`src/rtl/accum_snapshot_ctrl.sv`:
```
// Snapshot sequencer: on each accumulation tick, copies the six correlator words of
// every channel that dumped since the previous tick into the snapshot RAM.
module accum_snapshot_ctrl #(
    parameter int NUM_CH = 4
) (
    input  logic              clk,
    input  logic              rstn,
    input  logic              accum_enable,
    input  logic [NUM_CH-1:0] ch_dump,
    input  logic [15:0]       ch_data,
    input  logic              snap_ack,
    output logic [2:0]        ch_sel,
    output logic [2:0]        word_sel,
    output logic              mem_we,
    output logic [5:0]        mem_addr,
    output logic [15:0]       mem_wdata,
    output logic [NUM_CH-1:0] snap_mask,
    output logic [NUM_CH-1:0] tear_flags,
    output logic              overrun,
    output logic              snap_int,
    output logic              busy,
    output logic [1:0]        dbg_state
);

    typedef enum logic [1:0] {
        S_IDLE = 2'd0,
        S_SCAN = 2'd1,
        S_COPY = 2'd2,
        S_DONE = 2'd3
    } state_t;

    localparam logic [2:0] LAST_WORD = 3'd5;

    state_t            state_q, state_d;
    logic [NUM_CH-1:0] pending_q, pending_d;
    logic [NUM_CH-1:0] job_q, job_d;
    logic [NUM_CH-1:0] job_cap_q, job_cap_d;
    logic [2:0]        ch_sel_q, ch_sel_d;
    logic [2:0]        word_sel_q, word_sel_d;
    logic [NUM_CH-1:0] snap_mask_q, snap_mask_d;
    logic [NUM_CH-1:0] tear_q, tear_d;
    logic              overrun_q, overrun_d;
    logic              snap_int_q, snap_int_d;
    logic [NUM_CH-1:0] sel_oh;
    logic [NUM_CH-1:0] tear_set;
    logic              done;

    function automatic logic [2:0] lowest_bit(input logic [NUM_CH-1:0] m);
        logic [2:0] idx;
        idx = 3'd0;
        for (int i = NUM_CH - 1; i >= 0; i--) begin
            if (m[i]) idx = 3'(i);
        end
        return idx;
    endfunction

    always_comb begin
        sel_oh = '0;
        for (int c = 0; c < NUM_CH; c++) begin
            sel_oh[c] = (ch_sel_q == 3'(c));
        end
    end

    always_comb begin
        state_d     = state_q;
        pending_d   = pending_q | ch_dump;
        job_d       = job_q;
        job_cap_d   = job_cap_q;
        ch_sel_d    = ch_sel_q;
        word_sel_d  = word_sel_q;
        snap_mask_d = snap_mask_q;
        tear_set    = '0;
        done        = 1'b0;

        case (state_q)
            S_IDLE: begin
                if (accum_enable) begin
                    // A dump in the capture cycle belongs to the next tick.
                    job_d     = pending_q;
                    job_cap_d = pending_q;
                    pending_d = ch_dump;
                    state_d   = S_SCAN;
                end
            end
            S_SCAN: begin
                if (job_q == '0) begin
                    state_d = S_DONE;
                end else begin
                    ch_sel_d   = lowest_bit(job_q);
                    word_sel_d = 3'd0;
                    state_d    = S_COPY;
                end
            end
            S_COPY: begin
                if (word_sel_q != 3'd0) tear_set = ch_dump & sel_oh;
                if (word_sel_q == LAST_WORD) begin
                    job_d   = job_q & ~sel_oh;
                    state_d = S_SCAN;
                end else begin
                    word_sel_d = word_sel_q + 3'd1;
                end
            end
            S_DONE: begin
                snap_mask_d = job_cap_q;
                done        = 1'b1;
                state_d     = S_IDLE;
            end
            default: state_d = S_IDLE;
        endcase

        // snap_int is a level held until snap_ack; a flag set in the same
        // cycle as snap_ack survives it, so an ack can never swallow new news.
        snap_int_d = done | (snap_int_q & ~snap_ack);
        overrun_d  = ((state_q != S_IDLE) & accum_enable) | (overrun_q & ~snap_ack);
        tear_d     = tear_set | (tear_q & {NUM_CH{~snap_ack}});
    end

    always_ff @(posedge clk) begin
        if (!rstn) begin
            state_q     <= S_IDLE;
            pending_q   <= '0;
            job_q       <= '0;
            job_cap_q   <= '0;
            ch_sel_q    <= 3'd0;
            word_sel_q  <= 3'd0;
            snap_mask_q <= '0;
            tear_q      <= '0;
            overrun_q   <= 1'b0;
            snap_int_q  <= 1'b0;
        end else begin
            state_q     <= state_d;
            pending_q   <= pending_d;
            job_q       <= job_d;
            job_cap_q   <= job_cap_d;
            ch_sel_q    <= ch_sel_d;
            word_sel_q  <= word_sel_d;
            snap_mask_q <= snap_mask_d;
            tear_q      <= tear_d;
            overrun_q   <= overrun_d;
            snap_int_q  <= snap_int_d;
        end
    end

    assign mem_we     = (state_q == S_COPY);
    assign mem_addr   = {ch_sel_q, word_sel_q};
    assign mem_wdata  = mem_we ? ch_data : 16'd0;
    assign ch_sel     = ch_sel_q;
    assign word_sel   = word_sel_q;
    assign snap_mask  = snap_mask_q;
    assign tear_flags = tear_q;
    assign overrun    = overrun_q;
    assign snap_int   = snap_int_q;
    assign busy       = (state_q != S_IDLE);
    assign dbg_state  = state_q;

endmodule

```
`config.mk`:
```
export PLATFORM = sky130hd
export DESIGN_NAME = accum_snapshot_ctrl
export DESIGN_NICKNAME = d
export VERILOG_FILES = /design/src/rtl/accum_snapshot_ctrl.sv
export SDC_FILE = /design/constraint.sdc
export NUM_CORES = 1
export LEC_CHECK = 0
export BUFFER_PORTS_ARGS = -buffer_cell sky130_fd_sc_hd__buf_2
export CELL_PAD_IN_SITES_DETAIL_PLACEMENT = 0
export CELL_PAD_IN_SITES_GLOBAL_PLACEMENT = 1
export CORE_MARGIN = 5
export CORE_UTILIZATION = 30
export CTS_CLUSTER_DIAMETER = 60
export DETAILED_ROUTE_END_ITERATION = 7
export GPL_TIMING_DRIVEN = 0
export HOLD_SLACK_MARGIN = 0.02
export PLACE_DENSITY = 0.73
export SLEW_MARGIN = 20
export SYNTH_ARGS = -nofsm -noshare
export SYNTH_HDL_FRONTEND = slang
export SYNTH_SLANG_ARGS = --single-unit
```
`constraint.sdc`:
```
create_clock -name clk -period 2 [get_ports clk]
set_input_delay 0.4 -clock clk [delete_from_list [all_inputs] [get_ports clk]]
set_output_delay 0.4 -clock clk [all_outputs]
set_load 0.01 [all_outputs]
```
==> results.py <==
metrics = {
    "status": {
        "status": "complete, no violations",
    },
    "worst_setup_path": {
        "cp-start-kind": "flip-flop",
        "cp.required_ns": 1.60,
        "slowest_stage": "dfxtp_2",
        "cp-startpoint": "dbg_state[0]$_SDFFE_PN0P_",
        "cp_cell_sequence": "inv_1 > ha_4 > clkbuf_2 > and2_1 > buf_2",
        "max_stage_delay_ns": 0.35,
        "crit_fanout": 14,
        "timing_worst_setup_path_type": "reg -> out",
        "cp.buffers_inverters": 3,
        "end_kind": "output port",
        "reg2reg_to": "job_q[2]$_SDFFE_PN0P_",
        "r2r_start": "dbg_state[1]$_SDFFE_PN0P_",
        "critPathArrivalTime_ns": 1.42,
        "r2r_slack_ns": 0.33,
        "r2r_cells": 7,
        "critical_path.top_delay_family": "buffers and inverters",
    },
    "finish": {
        "finalNonFillerCells": 313,
        "syn_to_final_growth_pct": 33.0,
        "final_nets": 277,
        "antenna_cells": 0,
        "drive_gt1_frac": 0.358,
    },
    "yosys": {
        "yosysMostFrequentCell": "dfxtp_1",
        "yosys-top-cells-area": "dfxtp_1 39%, nor2b_1 7.5%, and2_1 6.7%, ha_1 6.7%, nand2_1 4.8%",
        "seq_area_frac_synth": 0.387,
        "yosys.area_share.simple": 0.272,
        "synth_area_um2": 1500,
        "synthTopCellsByCount": "29 x dfxtp_1, 19 x nand2_1, 18 x nor2b_1",
        "synth_compound_area_frac": 0.154,
        "synth_top_family_by_area": "simple AND/OR/NAND/NOR gates",
        "syn-mean-instance-area_um2": 8.52,
        "synth_flop_cell": "dfxtp_1",
        "synthMuxAreaShare": 0.0334,
        "synthesis.instances": 176,
        "ys_ff_latch": 29,
        "async_reset_ff_frac": 0,
        "synth_fa_ha_area_frac": 0.0668,
        "synth-edff-count": 0,
        "yosys.area.top_type_share": 0.387,
        "yosysTopAreaCell": "dfxtp_1",
        "synthXorXnorAreaFrac": 0,
        "yosysUniqueCellTypes": 36,
        "ys_warn_count": 0,
    },
    "clock_network": {
        "cts_resized": 3,
        "htree_levels": 2,
        "clk_latency_ns": 0.28,
        "post_cts_buffers": 0,
        "path_clk_slew_ns": 0.06,
        "root_buffer": "clkbuf_8",
        "tritoncts": "built",
        "hold_buffers": 0,
        "numCtsBuffers": 5,
        "clock_path_buffers": 2,
        "cts_num_sinks": 29,
    },
    "die": {
        "start_util": 0.313,
        "die_area_um2": 6510,
        "fp.dieH_um": 80.7,
        "fp.dieW_um": 80.7,
        "rows": 25,
        "ios": 66,
        "coreArea_um2": 4790,
    },
    "timing": {
        "tns_ns": 0,
        "hold_violations": 0,
        "worst_hold_slack_ns": 0.376,
        "fin_skew_ns": 0.00535,
        "final-setup-viol-count": 0,
        "max_freq_mhz": 551,
        "slew_viol_final": 0,
        "layout_setup_ws_ns": 0.184,
        "period_share": 0.908,
        "min_period_ns": 1.82,
        "grt_setup_unrepaired": "false",
    },
    "pwr": {
        "netSwitchingFraction": 0.345,
        "power-per-cell-area_nw_per_um2": 855,
        "p_leak_nw": 0.982,
        "pwr-share-seq": 0.405,
        "p_sw_mw": 0.588,
        "combPwrFrac": 0.319,
        "internal-power_mw": 1.12,
        "power.share.clock": 0.276,
        "ir_worst_vdd_v": 0.000445,
    },
    "route": {
        "num_vias": 1364,
        "viasPerCell": 4.36,
        "drtIter0Drc": 26,
        "drcViolationCount": 0,
        "drt-pass1-iter-count": 3,
        "routed_wl_um": 3810,
        "antenna_left": 0,
        "wl_per_cell_um": 12.2,
    },
    "min_path": {
        "worstHoldEndpoint": "pending_q[1]$_SDFF_PN0_",
        "min_from": "ch_dump[1]",
        "hold_path_class": "in -> reg",
        "hold_depth": 3,
    },
    "placed_design": {
        "numPortBuffers": 62,
        "place_hpwl_um": 2980,
        "gp_routability_congestion": 0.771,
        "dp_worst_setup_slack_ns": 0.102,
        "dp_cells": 306,
    },
    "global_route": {
        "grt_pass1_wl_um": 6190,
        "busiest_layer": "met2",
        "gr-total-overflow": 0,
        "globalRouteMet3Util": 0.0404,
        "grtUsageTotal": 0.123,
        "grt_use_met2": 0.198,
        "grt_util_met1": 0.147,
        "grt_pass1_vias": 1296,
        "antenna_found_initial": 0,
        "grt_start_max_net_pins": 15,
    },
    "run": {
        "drv_cap": 0,
    },
}
==> placed cells by master (no fill, tap or decap), drive strengths merged, types with 2 or more instances in the layout <==
cell type,Yosys,layout
a21boi,7,7
a21oi,8,8
a32oi,2,2
and2,16,16
and3,2,2
buf,9,71
clkbuf,6,10
clkinv,0,2
conb,1,2
dfxtp,29,29
ha,8,8
inv,10,10
mux2i,5,5
nand2,21,21
nand3,6,6
nor2,6,6
nor2b,18,18
o21ai,7,7
o22ai,2,2
==> stage by stage <==
| stage | power [mW] | util | cell area [µm²] |
|---|---|---|---|
| 2_1_floorplan | 1.06 | - | 1500 |
| 3_3_place_gp | 1.24 | 0.396 | 1900 |
| 3_5_place_dp | 1.25 | 0.396 | 1900 |
| 4_1_cts | 1.73 | 0.414 | 1980 |
| 5_1_grt | 1.83 | 0.416 | 1990 |
| 6_report | 1.70 | 0.416 | 1990 |
==> logic make-up (layout without fill, tap and decap cells) <==
logic type,after synthesis,after routing
AND/OR/NAND/NOR,73,73
AO/OA/AOI/OAI,35,35
flip-flops,29,29
buffers and inverters,25,94
adder cells (fa/ha/maj),8,8
multiplexers,5,5
other,1,2
==> worst min-delay path: cells and delay by family <==
| family | cells | cell delay, ns |
|---|---|---|
| buf+inv | 1 | 0.09 |
| compound gates | 1 | 0.04 |
| simple gates | 1 | 0.09 |
==> final cells by class <==
type                            instances  area (µm²)
Fill cell                             497        2790
Multi-Input combinational cell        123         810
Sequential cell                        29         582
Timing Repair Buffer                   62         310
Buffer                                 14        83.8
Tap cell                               67        83.8
Clock buffer                            5        68.8
Inverter                               10        37.5
Clock inverter                          3        17.5
==> worst max-delay path by stage <==
stage | slack (ns) | depth (start not counted) | end
floorplan | 0.31 | 5 | mem_wdata[10]
global placement | 0.13 | 6 | mem_wdata[5]
detailed placement | 0.10 | 6 | mem_wdata[14]
CTS | 0.06 | 5 | mem_wdata[14]
global route | 0.02 | 5 | mem_wdata[11]
finish | 0.18 | 5 | mem_wdata[14]
==> power groups by stage <==
stage                     sequential [mW]  combinational, mW  clock, mW
after floorplan                     0.699              0.360          0
after detailed placement            0.699              0.546          0
after global routing                0.700              0.616      0.512
after global placement              0.699              0.540          0
after CTS                           0.689              0.548      0.488
final                               0.690              0.544      0.470
==> layer usage <==
metal	wire, µm	up-vias
met5	0	-
met4	81	0
met3	285	7
met2	1690	40
met1	1750	600
li1	-	717
==> state kept, by name, summed over array words and instances, names as in the netlist <==
| name | count |
|---|---|
| job_cap_q | 4 |
| job_q | 4 |
| pending_q | 4 |
| snap_mask | 4 |
| tear_flags | 4 |
| word_sel | 3 |
| ch_sel | 2 |
| dbg_state | 2 |
| overrun | 1 |
| snap_int | 1 |
No activity file was read; power rests on OpenSTA's default activity.
